==> src/rtl/acc_sequencer.sv <==
// Sums one full sweep of a synchronous-read memory driven by an external address generator.
// Build option: define ACC_SATURATE_EN to clamp the accumulator instead of wrapping.
module acc_sequencer #(
    parameter int DATA_W = 8,
    parameter int ADDR_W = 4,
    parameter int ACC_W  = 12
) (
    input  logic              clk,
    input  logic              reset,
    input  logic              start,
    input  logic [ADDR_W-1:0] addr,
    input  logic [DATA_W-1:0] mem_data,
    output logic              addr_inc,
    output logic              busy,
    output logic              done,
    output logic [ACC_W-1:0]  sum,
    output logic              overflow
);

    localparam logic [ADDR_W-1:0] LAST_ADDR = {ADDR_W{1'b1}};

    typedef enum logic [2:0] {
        IDLE  = 3'd0,
        ALIGN = 3'd1,
        RUN   = 3'd2,
        DRAIN = 3'd3,
        DONE  = 3'd4
    } state_t;

    state_t            state_r;
    state_t            state_next_s;
    logic              rd_valid_r;
    logic [ADDR_W-1:0] issue_cnt_r;
    logic [ACC_W-1:0]  acc_r;
    logic              ov_r;
    logic [ACC_W:0]    add_s;
    logic [ACC_W-1:0]  acc_next_s;
    logic              ov_next_s;

    // Top bit of the result flags an overflowing add; lower bits are the new accumulator.
    function automatic logic [ACC_W:0] acc_add(input logic [ACC_W-1:0] a,
                                               input logic [DATA_W-1:0] d);
        logic [ACC_W:0] full;
        full = {1'b0, a} + (ACC_W+1)'(d);
`ifdef ACC_SATURATE_EN
        if (full[ACC_W]) begin
            acc_add = {1'b1, {ACC_W{1'b1}}};
        end else begin
            acc_add = full;
        end
`else
        acc_add = full;
`endif
    endfunction

    // State register
    always_ff @(posedge clk or posedge reset) begin
        if (reset) begin
            state_r <= IDLE;
        end else begin
            state_r <= state_next_s;
        end
    end

    // Next-state logic and state-decoded outputs
    always_comb begin
        state_next_s = state_r;
        addr_inc     = 1'b0;
        busy         = 1'b1;
        done         = 1'b0;
        case (state_r)
            IDLE: begin
                busy = 1'b0;
                if (start) begin
                    if (addr != {ADDR_W{1'b0}}) begin
                        state_next_s = ALIGN;
                    end else begin
                        state_next_s = RUN;
                    end
                end else begin
                    state_next_s = IDLE;
                end
            end
            ALIGN: begin
                addr_inc = 1'b1;
                if (addr == LAST_ADDR) begin
                    state_next_s = RUN;
                end else begin
                    state_next_s = ALIGN;
                end
            end
            RUN: begin
                addr_inc = 1'b1;
                if (issue_cnt_r == LAST_ADDR) begin
                    state_next_s = DRAIN;
                end else begin
                    state_next_s = RUN;
                end
            end
            DRAIN: begin
                // The final word issued in the last RUN cycle lands here.
                state_next_s = DONE;
            end
            DONE: begin
                done         = 1'b1;
                state_next_s = IDLE;
            end
            default: begin
                busy         = 1'b0;
                state_next_s = IDLE;
            end
        endcase
    end

    // Accumulate the word returned for the address issued one cycle earlier
    always_comb begin
        add_s = acc_add(acc_r, mem_data);
        if (rd_valid_r) begin
            acc_next_s = add_s[ACC_W-1:0];
            ov_next_s  = ov_r | add_s[ACC_W];
        end else begin
            acc_next_s = acc_r;
            ov_next_s  = ov_r;
        end
    end

    // Read pipeline, accumulator and result registers
    always_ff @(posedge clk or posedge reset) begin
        if (reset) begin
            rd_valid_r  <= 1'b0;
            issue_cnt_r <= {ADDR_W{1'b0}};
            acc_r       <= {ACC_W{1'b0}};
            ov_r        <= 1'b0;
            sum         <= {ACC_W{1'b0}};
            overflow    <= 1'b0;
        end else begin
            rd_valid_r <= (state_r == RUN);
            if (state_r == IDLE) begin
                issue_cnt_r <= {ADDR_W{1'b0}};
                acc_r       <= {ACC_W{1'b0}};
                ov_r        <= 1'b0;
            end else begin
                acc_r <= acc_next_s;
                ov_r  <= ov_next_s;
                if (state_r == RUN) begin
                    issue_cnt_r <= issue_cnt_r + {{(ADDR_W-1){1'b0}}, 1'b1};
                end else begin
                    issue_cnt_r <= issue_cnt_r;
                end
            end
            // Result is published only as DONE is entered, so it includes the last word.
            if (state_r == DRAIN) begin
                sum      <= acc_next_s;
                overflow <= ov_next_s;
            end else begin
                sum      <= sum;
                overflow <= overflow;
            end
        end
    end

endmodule
==> config.mk <==
export PLATFORM = sky130hd
export DESIGN_NAME = acc_sequencer
export DESIGN_NICKNAME = d
export VERILOG_FILES = /design/src/rtl/acc_sequencer.sv
export SDC_FILE = /design/constraint.sdc
export NUM_CORES = 1
export LEC_CHECK = 0
export ABC_AREA = 1
export CAP_MARGIN = 10
export CORE_MARGIN = 3
export CORE_UTILIZATION = 59
export CTS_BUF_LIST = sky130_fd_sc_hd__clkbuf_8
export DETAILED_ROUTE_END_ITERATION = 8
export GPL_TIMING_DRIVEN = 0
export HOLD_SLACK_MARGIN = 0.05
export MAX_ROUTING_LAYER = met4
export PLACE_DENSITY = 0.84
export SETUP_SLACK_MARGIN = 0.3
export SLEW_MARGIN = 20
export SYNTH_ARGS = -nofsm -noshare
export SYNTH_HDL_FRONTEND = slang
export SYNTH_SLANG_ARGS = --single-unit
==> constraint.sdc <==
create_clock -name clk -period 4.8 [get_ports clk]
set_clock_uncertainty 0.15 [all_clocks]
set_input_delay 0.96 -clock clk [delete_from_list [all_inputs] [get_ports clk]]
set_output_delay 0.96 -clock clk [all_outputs]
set_load 0.05 [all_outputs]
Word-level counts from Yosys, hierarchy flattened
Cells that the tools add are included.

Flip-flop bits (word level): 34. Bits in latches: 0. RAM bits: 0. Memory bits (read-only): 0. Input port bits: 15. Output and inout port bits: 16. Logic and storage cells: 35. Memories: 0.

Add/subtract/negate cells: 2. Multiply operators: 0. Divide/modulo/power cells: 0. Magnitude comparators: 0. Eq/ne operators: 6. Shift-type cells: 0. Multiplexer cells: 14. Bitwise operators: 1. Reduce and logical (&&, ||, !) cells: 5.

Operators by type and width (number): $mux W12 (2); $add A12 B8 Y13 (1); $pmux W3 S4 (1); $eq A4 B4 Y1 const B (2); $mux W4 (2); $eq A3 B2 Y1 const B (2); $mux W1 (6); $add A4 B1 Y4 const B (1); $mux W2 (2); $reduce_bool A4 Y1 (1); $reduce_or A4 Y1 (1); $eq A3 B1 Y1 const B (1); $eq A3 B3 Y1 const B (1); $logic_not A3 Y1 (1); $mux W3 (1); $reduce_bool A2 Y1 (1); $reduce_or A2 Y1 (1); $or A1 B1 Y1 (1).

Logic depth before layout (Yosys ltp)
Gate-level depths: netlist of the first run.

Depth in word-level cells: 4. Mapped depth: 12. Gate-level depth less buffers: 12.

Worst setup path after synthesis of the first run
OpenSTA, ideal clock, no wires.

Path type: reg2out. From: reg state_r[0]. To: out busy. Data arrival time: 1379 ps. Data required time: 3690 ps. Setup slack: 2311 ps. Stages on the path, launching flop included: 3. Path buffers: 0. Cell sequence: dfrtp_1 > nor2_1 > xor2_1.

Cells in the longest elaborated chain, start to end: 3. Elaborated cells between the ends (all ways): 6. Classes of those cells: 4 x eq/ne; 1 x mux; 1 x reduce/logical.

RTL lines: start, declared (RTL line 30) `state_t state_r;`; start signal, assigned (RTL line 61) `state_r <= state_next_s;`; $eq A3 B2 Y1, or another cell as far along (RTL line 71) `case (state_r)`; $reduce_or A4 Y1 (no line) *; $mux W1 * (RTL line 71); end, declared (RTL line 14) `output logic busy,`.

Every way passes the cells marked *; elsewhere a longest branch is shown, timed or not.

Worst setup path in the final report of the first run
From: reg state_r[0]. To: out addr_inc.

Cells in the longest elaborated chain, start to end: 3. Elaborated cells between the ends (all ways): 4. Classes of those cells: 2 x eq/ne; 1 x mux; 1 x reduce/logical.

RTL lines: $eq A3 B2 Y1 or $eq A3 B1 Y1 (tied branches) (RTL line 71); $reduce_or A2 Y1 (no line) *; $mux W1 * (RTL line 71); end, declared (RTL line 13) `output logic addr_inc,`.

Marks and branches as above.

==> flow_summary.yaml, run 1 <==
placement:
  placed_cells: 320
  dpl_cell_area_um2: 2270
  gp_congestion: 0.844
  port-buffer-count: 30
  hpwl_um: 3110
grt:
  grt_max_degree: 35
  grt_pass1_wl_um: 7220
  grt_remaining_overflow: 0
  grt_usage_pct: 24.2
  first_global_vias: 1667
  antenna_found_initial: 0
final_layout:
  fin_area_um2: 2360
  nFillCells: 235
  instances_no_fill: 328
  drive_above_1_share_pct: 8.10
  n_antenna_cell: 0
  final_net_count: 308
  area_growth_pct: 23.3
setup_path:
  slowest_delay_ps: 790
  slowest_stage: "clkdlybuf4s50_1"
  cp.required_ps: 3690
  cp_num_buf_inv: 3
  path_max_fanout: 6
  cp_cell_sequence: "inv_2 > nor3_1 > inv_1 > nand2_1 > clkdlybuf4s50_1"
  cp.arrival_ps: 2030
  endpoint_kind: "output pin"
  path_class: "reg2out"
  cp-start-kind: "flop"
  cp_top_family: "buffers and inverters"
logic_synthesis:
  synthMostInstantiatedCell: "nand2_1"
  synth.yosys.warnings: 0
  synth_edf_count: 0
  syn_nets: 271
  postSynthCellCount: 246
  synth-main-ff-cell: "dfrtp_1"
  yosysSeqAreaShare_pct: 44.4
  synth_top_cell_area_share_pct: 44.4
  synth.area.top_cells: "dfrtp_1 (44%), nand2_1 (15%), ha_1 (5.9%)"
  synth_cell_types: 30
  synth_top_area_cell: "dfrtp_1"
  async_flop_share_pct: 100
  postSynthAreaPerCell_um2: 7.80
  synth_commonest_cells: "nand2_1 (77), dfrtp_1 (34), inv_1 (29)"
  netlist_area_um2: 1920
  ys_seq_elements: 34
sta:
  period_share_pct: 65.3
  min_period_ps: 3140
  final_max_slew_viol_count: 0
  fin_setup_tns_ps: 0
  worst_slew_pin_slew_ps: 691
  hold_viol: 0
  slew_headroom_pct: 53.9
  rsz0062_at_grt: "false"
  fmax_mhz: 319
  setup-violations-final: 0
routing:
  drc: 0
  routed_wl_um: 4160
  via_per_inst: 5.20
  final_antenna_net_count: 0
  firstDrtPassIters: 4
  vias: 1705
  first_iter_violations: 80
  wl_per_cell_um: 12.7
clocking:
  clk_path_buf_depth: 2
  cts_setup_buffers: 0
  cts_tree: "done"
  cts_buffers: 5
  cts.sinks: 34
  htree_num_levels: 2
  clk_latency_ps: 290
  cts_hold_buf: 0
  clkTransAtPathRegs_ps: 70
  cts_root_buf: "clkbuf_8"
  post_cts_resize_count: 0
power_and_ir_drop:
  finalPower_mw: 1.31
  p_leak_nw: 1.19
  irDropWorstVdd_uv: 454
  powerDensity_nw_per_um2: 555
floorplanning:
  die_area_um2: 3970
  fp.dieW_um: 63.0
  fp.dieH_um: 63.0
  rows: 20
  core_area_um2: 3080
  io_pins: 31
  start_util_pct: 62.3
worst_hold_path:
  hold_path.class: "reg2reg"
run:
  maxCapViolCount: 0
status:
  status: "completed"
## worst min-delay path, delay by kind of cell (launching register included)
family        cells  cell delay (ps)
flops             1              340
simple gates      2              100
## cell usage in the layout, fill, tap and decap left out, types with 2 or more instances in the layout
cell type        instances
inv_2                    4
nand3_1                 20
nand3b_1                 2
a21oi_1                  8
clkbuf_8                 6
or2_2                    2
nand2_1                 77
o21a_1                   2
ha_1                     9
nor3_4                   2
o21ai_0                  6
a31oi_1                  3
o21ai_1                  5
buf_2                    2
nor2_2                   2
inv_1                   29
nor3_1                   3
buf_6                    3
clkdlybuf4s50_1         30
dfrtp_1                 34
nor2_1                  22
o21bai_1                 2
## state kept, by name (all words and copies together) (netlist names)
name and cells:
overflow 1, ov_r 1, acc_r 12, rd_valid_r 1
state_r 3, issue_cnt_r 4, sum 12
## layout make-up
cell class                 count  area (um^2)  share of cell area [%]
multi-input combinational    174          900                    38.0
sequential                    34          851                    36.0
timing repair buffer          30          300                    12.7
inverter                      32          120                    5.08
clock buffer                   6         82.6                    3.49
tap                           44         55.1                    2.33
buffer                         6         47.5                    2.01
clock inverter                 2         8.76                   0.370
## kinds of logic after synthesis
group | after synthesis | share of synthesized area (%)
xor+xnor | 1 | 0.457
fa+ha+maj | 10 | 6.91
simple gates | 132 | 29.8
compound gates | 31 | 9.72
flops | 34 | 44.4
buf+inv | 38 | 8.74
## worst paths after layout
| check | from | end | slack (ps) | cells past startpoint |
|---|---|---|---|---|
| setup / recovery | state_r[0]$_DFF_PP0_ | addr_inc | 1660 | 5 |
| hold / removal | sum[9]$_DFFE_PP0N_ | sum[9]$_DFFE_PP0N_ | 330 | 2 |
| setup reg to reg | acc_r[0]$_DFF_PP0_ | sum[8]$_DFFE_PP0N_ | 2730 | 10 |
| hold reg to reg | sum[9]$_DFFE_PP0N_ | sum[9]$_DFFE_PP0N_ | 330 | 2 |
| max in group asynchronous | reset | acc_r[1]$_DFF_PP0_ | 3110 | 2 |
| min in group asynchronous | reset | sum[9]$_DFFE_PP0N_ | 940 | 2 |
## metal layers
metal,GRT usage (%),vias to the layer above,wire length (um),part of all wire [%]
li1,-,864,-,-
met3,6.12,12,204,4.9
met5,-,-,0,0
met1,27.4,787,1860,45
met2,40.1,42,2000,48
met4,11.6,0,94,2.3
## where the power goes
| part | internal [mW] | switching [mW] | leakage [nW] | total (mW) |
|---|---|---|---|---|
| Clock | 0.113 | 0.102 | 0.0524 | 0.216 |
| Combinational | 0.224 | 0.455 | 0.684 | 0.679 |
| Sequential | 0.365 | 0.0535 | 0.455 | 0.419 |
| Total | 0.703 | 0.611 | 1.19 | 1.31 |
## stage by stage
step,setup WS (ps),hold WS [ps],util [%]
after global placement,1770,313,73.9
after CTS,1670,334,76.8
final,1660,330,76.8
after floorplan,2310,347,-
after detailed placement,1740,316,73.9
after global routing,1540,366,76.8
No activity file was read; power rests on OpenSTA's default activity.
==> run 2, diff against run 1 <==
--- a/config.mk
+++ b/config.mk
@@ -8,13 +8,13 @@
 export ABC_AREA = 1
 export CAP_MARGIN = 10
 export CORE_MARGIN = 3
-export CORE_UTILIZATION = 59
+export CORE_UTILIZATION = 55
 export CTS_BUF_LIST = sky130_fd_sc_hd__clkbuf_8
 export DETAILED_ROUTE_END_ITERATION = 8
 export GPL_TIMING_DRIVEN = 0
 export HOLD_SLACK_MARGIN = 0.05
 export MAX_ROUTING_LAYER = met4
-export PLACE_DENSITY = 0.84
+export PLACE_DENSITY = 0.79
 export SETUP_SLACK_MARGIN = 0.3
 export SLEW_MARGIN = 20
 export SYNTH_ARGS = -nofsm -noshare
==> constraint.sdc (replaced) <==
create_clock -name clk -period 3.1 [get_ports clk]
set_clock_uncertainty 0.15 [all_clocks]
set_input_delay 0.62 -clock clk [delete_from_list [all_inputs] [get_ports clk]]
set_output_delay 0.62 -clock clk [all_outputs]
set_load 0.05 [all_outputs]
==> flow_summary.yaml, run 2 (synthesis gave the netlist of run 1 again) <==
routing:
  first_iter_violations: 158
  drc: 0
  final_antenna_net_count: 0
  vias: 1670
  routed_wl_um: 4030
  via_per_inst: 5.11
  wl_per_cell_um: 12.3
  firstDrtPassIters: 4
sta:
  slew_headroom_pct: 53.9
  final_max_slew_viol_count: 0
  fmax_mhz: 373
  hold_viol: 0
  period_share_pct: 86.6
  fin_setup_tns_ps: 0
  rsz0062_at_grt: "false"
  worst_slew_pin_slew_ps: 691
  setup-violations-final: 0
  min_period_ps: 2680
  hold-worst-slack_ps: 336
setup_path:
  endpoint_kind: "output pin"
  path_max_fanout: 6
  cp.required_ps: 2330
  path_class: "reg2out"
  cp-start-kind: "flop"
  cp.arrival_ps: 1910
worst_hold_path:
  hold_path.class: "reg2reg"
floorplanning:
  core_area_um2: 3180
  start_util_pct: 60.4
  die_area_um2: 4230
  fp.dieH_um: 65.1
  rows: 20
  fp.dieW_um: 65.1
  io_pins: 31
clocking:
  cts_hold_buf: 0
  cts_tree: "done"
  cts_buffers: 5
  clkTransAtPathRegs_ps: 60
  htree_num_levels: 2
  cts_root_buf: "clkbuf_8"
  cts.sinks: 34
  clk_path_buf_depth: 2
  clk_latency_ps: 280
final_layout:
  instances_no_fill: 327
  layout_common_cells: "nand2_1 (77), dfrtp_1 (34), inv_1 (30)"
  fin_area_um2: 2350
  top_regs: "acc_r (12), sum (12), issue_cnt_r (4)"
  final_net_count: 308
  nFillCells: 262
  n_antenna_cell: 0
  final_common_cell: "nand2_1"
  area_growth_pct: 22.6
  drive_above_1_share_pct: 7.42
placement:
  hpwl_um: 3060
  port-buffer-count: 30
  dpl_cell_area_um2: 2270
  gp_congestion: 0.839
  placed_cells: 320
grt:
  grt_max_degree: 35
  grt_remaining_overflow: 0
  antenna_found_initial: 0
  grt_pass1_wl_um: 7360
  grt_usage_pct: 23.3
  first_global_vias: 1692
power_and_ir_drop:
  p_seq_share_pct: 32.9
  combPwrFrac_pct: 52.2
  sw_frac_of_total_pct: 46.9
  power_switching_mw: 0.931
  p_int_mw: 1.05
  p_leak_nw: 1.20
  powerDensity_nw_per_um2: 844
  finalPower_mw: 1.99
  irDropWorstVdd_uv: 488
  clkPwrFrac_pct: 14.9
run:
  maxCapViolCount: 0
status:
  status: "completed"
## run 2: path summary, 6_finish.rpt
check,startpoint,endpoint,slack (ps),depth (start not counted)
max reg2reg,acc_r[0]$_DFF_PP0_,sum[10]$_DFFE_PP0N_,1060,10
min reg2reg,sum[11]$_DFFE_PP0N_,sum[11]$_DFFE_PP0N_,340,2
max in group asynchronous,reset,state_r[1]$_DFF_PP0_,1740,2
max,state_r[0]$_DFF_PP0_,busy,420,3
min,sum[11]$_DFFE_PP0N_,sum[11]$_DFFE_PP0N_,340,2
min in group asynchronous,reset,ov_r$_DFF_PP0_,620,2
## run 2: layout make-up
cell class / count / area, um^2 / area share [%]
Inverter: 32 / 120 / 5.11
Clock inverter: 2 / 7.51 / 0.319
Timing Repair Buffer: 30 / 302 / 12.8
Sequential cell: 34 / 851 / 36.2
Multi-Input combinational cell: 174 / 900 / 38.3
Clock buffer: 5 / 68.8 / 2.93
Buffer: 6 / 47.5 / 2.02
Tap cell: 44 / 55.1 / 2.34
## run 2: power by group through the flow
stage	clock network [mW]	logic, mW	registers, mW
floorplan	0	0.443	0.930
global placement	0	1.03	0.652
detailed placement	0	1.05	0.657
CTS	0.298	1.05	0.651
global route	0.316	1.13	0.667
finish	0.296	1.04	0.652
## run 2: what timing repair did
item                       CTS  global route
gates resized for setup      1             1
setup buffers                0             0
pin swaps                    0             0
setup endpoints to repair    1             1
## run 2: per-layer routing
metal	wire length, um	part of all wire, %	track usage [%]
met4	46	1.1	6.99
met3	179	4.4	5.03
met2	1970	49	39.3
met5	0	0	-
met1	1840	46	28.1
## run 2: critical path, stage by stage (launching register included)
cell	delay (ps)
dfrtp_1	460
nor2_1	190
xor2_1	160
clkdlybuf4s50_1	820
## run 2: through the flow
stage | utilization (%) | setup WS [ps]
final | 74.0 | 416
after floorplan | - | 951
after CTS | 73.9 | 406
after global routing | 74.0 | 309
after detailed placement | 71.5 | 397
after global placement | 71.5 | 408
